==> config.mk <==
export PLATFORM = sky130hd
export DESIGN_NAME = stack_sequencer
export DESIGN_NICKNAME = d
export VERILOG_FILES = /design/src/rtl/stackcalc_pkg.sv /design/src/rtl/stack_alu.sv /design/src/rtl/stack_sequencer.sv
export SDC_FILE = /design/constraint.sdc
export NUM_CORES = 1
export LEC_CHECK = 0
export BUFFER_PORTS_ARGS = -buffer_cell sky130_fd_sc_hd__clkbuf_2
export CORE_ASPECT_RATIO = 1.75
export CORE_MARGIN = 2
export CORE_UTILIZATION = 35
export DETAILED_ROUTE_END_ITERATION = 16
export PLACE_DENSITY_LB_ADDON = 0.2
export RECOVER_POWER = 25
export SLEW_MARGIN = 15
export SYNTH_ARGS = -nofsm -noshare
export SYNTH_HDL_FRONTEND = slang
export SYNTH_SLANG_ARGS = --single-unit
==> constraint.sdc <==
create_clock -name clk -period 3.88 [get_ports clk]
set_input_delay 0.194 -clock clk [delete_from_list [all_inputs] [get_ports clk]]
set_output_delay 0.194 -clock clk [all_outputs]
set_load 0.02 [all_outputs]
==> src/rtl/stackcalc_pkg.sv <==
// Shared types for the stack command sequencer: opcodes, FSM states and
// the depth-based legality rule applied when a command is accepted.
package stackcalc_pkg;

    typedef enum logic [2:0] {
        OP_NOP  = 3'd0,
        OP_PUSH = 3'd1,
        OP_POP  = 3'd2,
        OP_DUP  = 3'd3,
        OP_SWAP = 3'd4,
        OP_ADD  = 3'd5,
        OP_SUB  = 3'd6,
        OP_AND  = 3'd7
    } op_e;

    typedef enum logic [3:0] {
        S_IDLE  = 4'd0,
        S_PUSHD = 4'd1,
        S_PUSHT = 4'd2,
        S_POP   = 4'd3,
        S_POPA  = 4'd4,
        S_POPB  = 4'd5,
        S_PUSHR = 4'd6,
        S_PUSHA = 4'd7,
        S_PUSHB = 4'd8
    } seq_state_e;

    // An opcode is legal only if the stack holds enough entries to read and
    // has enough room left for whatever it writes back.
    function automatic logic op_legal(input op_e op, input int unsigned depth,
                                      input int unsigned max_depth);
        logic ok;
        ok = 1'b1;
        case (op)
            OP_PUSH:                        ok = (depth < max_depth);
            OP_POP:                         ok = (depth >= 1);
            OP_DUP:                         ok = (depth >= 1) && (depth < max_depth);
            OP_SWAP, OP_ADD, OP_SUB, OP_AND: ok = (depth >= 2);
            default:                        ok = 1'b1;
        endcase
        return ok;
    endfunction

endpackage

==> src/rtl/stack_alu.sv <==
// Combinational ALU for the two popped operands: a is the old top, b the old second.
module stack_alu
    import stackcalc_pkg::*;
#(
    parameter int WIDTH = 4
) (
    input  op_e              op,
    input  logic [WIDTH-1:0] a,
    input  logic [WIDTH-1:0] b,
    output logic [WIDTH-1:0] y
);

    // Results wrap modulo 2^WIDTH; no carry or borrow is reported.
    always_comb begin
        y = '0;
        case (op)
            OP_ADD:  y = b + a;
            OP_SUB:  y = b - a;
            OP_AND:  y = b & a;
            default: y = '0;
        endcase
    end

endmodule

==> src/rtl/stack_sequencer.sv <==
// Command sequencer driving the shared en/dir and per-lane d of the bit-lane
// shift-register stack; performs multi-cycle ops and tracks occupancy.
module stack_sequencer
    import stackcalc_pkg::*;
#(
    parameter int WIDTH = 4,
    parameter int DEPTH = 8
) (
    input  logic                       clk,
    input  logic                       rst,
    input  logic                       in_valid,
    output logic                       in_ready,
    input  logic [2:0]                 in_op,
    input  logic [WIDTH-1:0]           in_data,
    output logic                       stk_en,
    output logic                       stk_dir,
    output logic [WIDTH-1:0]           stk_d,
    input  logic [WIDTH-1:0]           stk_top,
    output logic [$clog2(DEPTH+1)-1:0] depth,
    output logic                       err
);

    localparam int DW = $clog2(DEPTH+1);

    seq_state_e       state, state_n;
    op_e              op_r;
    logic [WIDTH-1:0] data_r, a_r, b_r, alu_y;
    logic [DW-1:0]    depth_r;
    logic             err_r;
    logic             cmd_legal;

    stack_alu #(.WIDTH(WIDTH)) u_alu (
        .op (op_r),
        .a  (a_r),
        .b  (b_r),
        .y  (alu_y)
    );

    assign cmd_legal = op_legal(op_e'(in_op), 32'(depth_r), DEPTH);
    assign depth     = depth_r;
    assign err       = err_r;

    always_ff @(posedge clk) begin
        if (rst) begin
            state   <= S_IDLE;
            op_r    <= OP_NOP;
            data_r  <= '0;
            a_r     <= '0;
            b_r     <= '0;
            depth_r <= '0;
            err_r   <= 1'b0;
        end else begin
            state <= state_n;
            case (state)
                S_IDLE: begin
                    if (in_valid) begin
                        op_r   <= op_e'(in_op);
                        data_r <= in_data;
                        if (!cmd_legal) err_r <= 1'b1;
                    end
                end
                S_PUSHD, S_PUSHT, S_PUSHR, S_PUSHA, S_PUSHB: depth_r <= depth_r + DW'(1);
                S_POP:  depth_r <= depth_r - DW'(1);
                S_POPA: begin
                    a_r     <= stk_top;
                    depth_r <= depth_r - DW'(1);
                end
                S_POPB: begin
                    b_r     <= stk_top;
                    depth_r <= depth_r - DW'(1);
                end
                default: ;
            endcase
        end
    end

    // Lane controls decode the registered state only; the DUP path alone
    // routes the lane output straight back into the lanes' d inputs.
    always_comb begin
        state_n  = state;
        in_ready = 1'b0;
        stk_en   = 1'b0;
        stk_dir  = 1'b0;
        stk_d    = '0;
        case (state)
            S_IDLE: begin
                in_ready = 1'b1;
                if (in_valid && cmd_legal) begin
                    case (op_e'(in_op))
                        OP_PUSH:                         state_n = S_PUSHD;
                        OP_POP:                          state_n = S_POP;
                        OP_DUP:                          state_n = S_PUSHT;
                        OP_SWAP, OP_ADD, OP_SUB, OP_AND: state_n = S_POPA;
                        default:                         state_n = S_IDLE;
                    endcase
                end
            end
            S_PUSHD: begin
                stk_en = 1'b1; stk_dir = 1'b1; stk_d = data_r;
                state_n = S_IDLE;
            end
            S_PUSHT: begin
                stk_en = 1'b1; stk_dir = 1'b1; stk_d = stk_top;
                state_n = S_IDLE;
            end
            S_POP: begin
                stk_en = 1'b1;
                state_n = S_IDLE;
            end
            S_POPA: begin
                stk_en = 1'b1;
                state_n = S_POPB;
            end
            S_POPB: begin
                stk_en = 1'b1;
                state_n = (op_r == OP_SWAP) ? S_PUSHA : S_PUSHR;
            end
            S_PUSHR: begin
                stk_en = 1'b1; stk_dir = 1'b1; stk_d = alu_y;
                state_n = S_IDLE;
            end
            S_PUSHA: begin
                stk_en = 1'b1; stk_dir = 1'b1; stk_d = a_r;
                state_n = S_PUSHB;
            end
            S_PUSHB: begin
                stk_en = 1'b1; stk_dir = 1'b1; stk_d = b_r;
                state_n = S_IDLE;
            end
            default: state_n = S_IDLE;
        endcase
    end

endmodule

==> flow_summary.ini, run 1 <==
[status]
status = finished clean

[power]
switching_share_pct = 32.8
p_clk_share_pct = 30.0
power.internal_uw = 495
seqPwrFrac_pct = 41.2
finalPower_uw = 737
power.density_nw_per_um2 = 405
p_comb_share_pct = 28.8
peakVddDrop_mv = 0.247
cellLeakagePower_nw = 0.696
power.net_switching_uw = 242

[die]
coreArea_sq_um = 4440
fp.dieArea_sq_um = 5230
die_h_microns = 94.2
die_w_microns = 55.6
fp-row-count = 32
start_util_pct = 36.6
ioPinCount = 26

[worst_setup_path]
crit_cells = 10
cp_data_required_time_ns = 3.69
crit_fanout = 11
critPathLaunchType = register
cp_common_cell = nand2_1
reg2reg_slack_ns = 2.05
critPathMaxStageDelay_ns = 0.58
path_cells = nand3b_1 -> nor2b_1 -> xnor2_1 -> ha_1 -> nand2_1 -> o21ai_0 -> nor3b_1 -> mux2i_1 -> nand2_1 -> clkbuf_2
r2r_cells = 5
crit_type = register to primary output
endpoint_kind = primary output
crit_buf_inv = 1
worst_path_max_delay_cell = dfxtp_1
crit_arrival_ns = 2.45
critPathTopFamily = simple AND/OR/NAND/NOR gates

[sta]
slew_viol_final = 0
finalCriticalPeriod_ns = 2.65
whs_ns = 0.148
finalSetupTns_ns = 0
worst_slew_pin_slew_ns = 0.617
finalHoldViolCount = 0
finClkSkew_ns = 0.00292
post-route-period-util_pct = 68.3
setup_viol = 0
setup_slack_ns = 1.23
worst_slew_margin_rel_pct = 58.8
rsz0062_at_grt = false
fmax_mhz = 378

[placement]
dp_hpwl_microns = 3170
place_congestion = 0.781
io_buffers = 25
post-place-ws_ns = 1.50

[global_routing]
grt_pass1_wl_microns = 6820
grt_overflow_total = 0
antenna_found_initial = 0
grt_max_degree = 23
grt_usage_pct = 16.6
grt_pass1_vias = 1430

[cells_and_area]
syn_to_final_growth_pct = 11.8
nNetsFinal = 250
multi_input_area_sq_um = 1040
fillers = 495
seq_area_sq_um = 480
fin_util_pct = 40.9
diodes = 0
drive_above_1_share_pct = 12.4

[routing]
drt-total-wl_microns = 4110
drc = 0
wire_per_inst_microns = 14.8
ant_nets = 0
viasPerCell = 5.43
dr.pass1.iters = 4
first_iter_violations = 40
via_count = 1503

[clock_tree]
cts_tree = yes
cts_sinks = 24
cts_resized = 0
post_cts_buffers = 0
clk_latency_ns = 0.27
clk_pin_slew_ns = 0.09
ctsHoldBuffers = 0
cts-htree-levels = 1
clockBufferDepth = 2
numCtsBuffers = 3
root_buffer = clkbuf_8

[synth]
synth_top_area_share_pct = 29.5
synth.distinct_cells = 44
syn_nets = 230
syn_avg_cell_area_sq_um = 7.86
netlist_top_cells_count = nor2_1, dfxtp_1, a21oi_1
synth_warnings = 0
synth_most_common_cell = nor2_1
synth-seq-cells = 24
synthesis.area_sq_um = 1630
ys.flop_type = dfxtp_1
synth.area.top_cells = dfxtp_1, nor2_1, ha_1
async_flop_share_pct = 0
synth-edff-count = 0
syn_inst = 207
yosysSeqAreaShare_pct = 29.5
yosysTopAreaCell = dfxtp_1

[min_path]
hp-class = input port to register
worstHoldPathCells = 3

[flow_run]
cap_violations = 0
[power by group through the flow]
stage,Sequential (mW),Combinational [mW],Clock (mW)
after floorplan,0.304,0.163,0
final,0.304,0.212,0.221
after CTS,0.305,0.219,0.229
after detailed placement,0.311,0.218,0
after global placement,0.311,0.217,0
after global routing,0.309,0.238,0.235
[cell families after synthesis]
logic type | synth area share, %
AO/OA/AOI/OAI | 19.0
flip-flops | 29.5
XOR/XNOR | 5.92
adder cells (fa/ha/maj) | 7.38
buffers and inverters | 5.92
multiplexers | 4.92
AND/OR/NAND/NOR | 27.4
[tightest hold or removal path, stage by stage]
cell	delay (ns)
clkbuf_2	0.08
nand3_1	0.05
a21oi_1	0.05
[per-stage QoR]
step           cell area (sq um)  instances
6_report                    1820        277
5_1_grt                     1820        277
4_1_cts                     1840        277
3_5_place_dp                1770        273
3_3_place_gp                1770        273
2_1_floorplan               1630        207
[per-layer routing]
| layer | share of wire, % | track usage [%] | up-vias |
|---|---|---|---|
| met5 | 0 | 0 | - |
| met4 | 1.6 | 5.89 | 0 |
| met3 | 2.5 | 2.20 | 6 |
| met2 | 55 | 32.4 | 19 |
| met1 | 41 | 17.8 | 713 |
| li1 | - | - | 765 |
[registers in the layout, summed over array words and instances (netlist names)]
name and cells:
a_r 4, b_r 4, data_r 4, depth 4, err 1, op_r 3, state 4
[layout make-up]
class                   instances  area share [%]
inverters                      10            2.06
flip-flops and latches         24            26.4
repair buffers                 26            6.95
clock buffers                   3            2.27
multi-input cells             162            57.2
well taps                      51            3.51
clock inverters                 1            1.65
[placed cells by master (no fill, tap or decap), drive strengths merged, types with 2 or more instances in the layout]
cell type / n
xor2: 4
a211oi: 2
nand4: 2
nand3: 10
mux2i: 8
nand2: 14
dfxtp: 24
clkbuf: 28
nand3b: 2
xnor2: 7
nor4b: 2
nand2b: 6
a22oi: 5
o31ai: 2
and2: 3
inv: 10
nor2b: 4
a21oi: 19
a31oi: 2
ha: 8
nor3: 4
a22o: 3
nor3b: 2
nor2: 31
o21ai: 9
[worst paths after layout]
check | start | end
max | op_r[0] | stk_d[3]
min | in_data[1] | data_r[1]
max reg2reg | state[2] | b_r[2]
min reg2reg | data_r[2] | data_r[2]
Note: power is estimated with default switching activity, not from simulation.
==> run 2, diff against run 1 <==
==> constraint.sdc (replaced) <==
create_clock -name clk -period 2.4 [get_ports clk]
set_input_delay 0.12 -clock clk [delete_from_list [all_inputs] [get_ports clk]]
set_output_delay 0.12 -clock clk [all_outputs]
set_load 0.02 [all_outputs]
==> run 2 against run 1 <==
Design area increased by 7.6%. Register-to-register slack got worse by 1.5 ns. Non-clock buffer count increased by 9. Critical path type unchanged. Largest cell class unchanged. Highest routed layer unchanged.
==> flow_summary.ini, run 2 (synthesis gave the netlist of run 1 again) <==
[status]
status = finished clean

[cells_and_area]
drive_above_1_share_pct = 21.3
fillers = 478
seq_area_sq_um = 484
multi_input_area_sq_um = 1100
final_common_cell = nor2_1
nNetsFinal = 259
syn_to_final_growth_pct = 20.3
design_area_sq_um = 1960
diodes = 0
most-common-layout-cells = nor2_1, dfxtp_1, a21oi_1, clkbuf_2, nand2_1

[sta]
slew_viol_final = 0
whs_ns = 0.0734
fmax_mhz = 432
rsz0062_at_grt = true
finalHoldViolCount = 0
post-route-period-util_pct = 96.5
setup_slack_ns = 0.0850
finalCriticalPeriod_ns = 2.32
worst_slew_pin_slew_ns = 0.494
setup_viol = 0
finClkSkew_ns = 0.00325
worst_slew_margin_rel_pct = 66.9

[routing]
drc = 0
dr.pass1.iters = 4
ant_nets = 0
viasPerCell = 5.36
first_iter_violations = 47
via_count = 1533
wire_per_inst_microns = 14.5
drt-total-wl_microns = 4140

[clock_tree]
cts_sinks = 24
clockBufferDepth = 2
cts-htree-levels = 1
clk_pin_slew_ns = 0.08
numCtsBuffers = 3
clk_latency_ns = 0.27
root_buffer = clkbuf_8
cts_tree = yes

[worst_setup_path]
crit_fanout = 3
reg2reg_slack_ns = 0.57
endpoint_kind = primary output
critPathLaunchType = register
r2r_cells = 5
worstReg2RegEnd = b_r[2]
cp_data_required_time_ns = 2.28
r2r-start = state[2]
crit_type = register to primary output
crit_arrival_ns = 2.20

[power]
cellLeakagePower_nw = 0.762
finalPower_mw = 1.23
power.density_nw_per_um2 = 628
peakVddDrop_mv = 0.522

[min_path]
hold_end = data_r[3]
worstHoldPathCells = 3
hp-class = input port to register
min_from = in_data[3]

[global_routing]
antenna_found_initial = 0
grt_overflow_total = 0
grt_max_degree = 23
grt_pass1_vias = 1435
grt_pass1_wl_microns = 6690
grt_usage_pct = 16.1

[die]
start_util_pct = 36.6
ioPinCount = 26
fp.dieArea_sq_um = 5230
die_h_microns = 94.2
coreArea_sq_um = 4440
fp-row-count = 32
die_w_microns = 55.6

[placement]
io_buffers = 25
placed_area_sq_um = 1810
post-place-ws_ns = 0.190
place_congestion = 0.786
dp_hpwl_microns = 3130

[flow_run]
cap_violations = 0
-- run 2: how the worst max path moves through the flow --
stage          startpoint        to
6_report          op_r[0]  stk_d[2]
2_1_floorplan      a_r[0]  stk_d[2]
5_1_grt            a_r[0]  stk_d[3]
3_3_place_gp       a_r[0]  stk_d[2]
3_5_place_dp       a_r[0]  stk_d[2]
4_1_cts            a_r[0]  stk_d[2]
-- run 2: cell type report --
cell class | count | share of cell area, %
Multi-Input combinational cell | 162 | 56.3
Sequential cell | 24 | 24.7
Tap cell | 51 | 3.26
Inverter | 10 | 1.92
Timing Repair Buffer | 35 | 10.2
Clock inverter | 1 | 1.53
Clock buffer | 3 | 2.11
-- run 2: critical path: stages, from the launching register on --
cell	delay (ns)
dfxtp_2	0.32
nand3b_1	0.25
buf_4	0.20
nand2_2	0.06
o21ai_2	0.07
fa_2	0.38
xor2_2	0.19
o21ai_1	0.11
a21oi_1	0.07
o21ai_1	0.11
buf_4	0.16
-- run 2: power by group --
part           internal, mW  switching (mW)  total [mW]
combinational         0.171           0.224       0.395
clock                 0.223           0.133       0.356
sequential            0.433          0.0465       0.480
-- run 2: layer usage --
metal  global-route usage [%]  share of wire [%]  up-vias
li1                         -                  -      780
met1                     18.7                 43      724
met2                     29.6                 53       22
met3                     1.38                1.6        7
met4                     7.11                1.9        0
met5                        0                  0        -
-- run 2: metrics by stage --
| stage | instances | TNS, ns | utilization, % |
|---|---|---|---|
| after floorplan | 207 | 0 | - |
| after global placement | 279 | 0 | 40.7 |
| after detailed placement | 279 | 0 | 40.7 |
| after CTS | 283 | 0 | 42.5 |
| after global routing | 286 | -0.0616 | 44.1 |
| final | 286 | 0 | 44.1 |
-- run 2: repair_timing --
item / in CTS / in global routing
endpoints found under the setup margin: 3 / 3
hold buffers: 0 / 0
gates cloned: 0 / 0
endpoints found under the hold margin: 0 / 0
pin swaps: 0 / 3
gates resized for setup: 5 / 21
setup buffers: 0 / 3
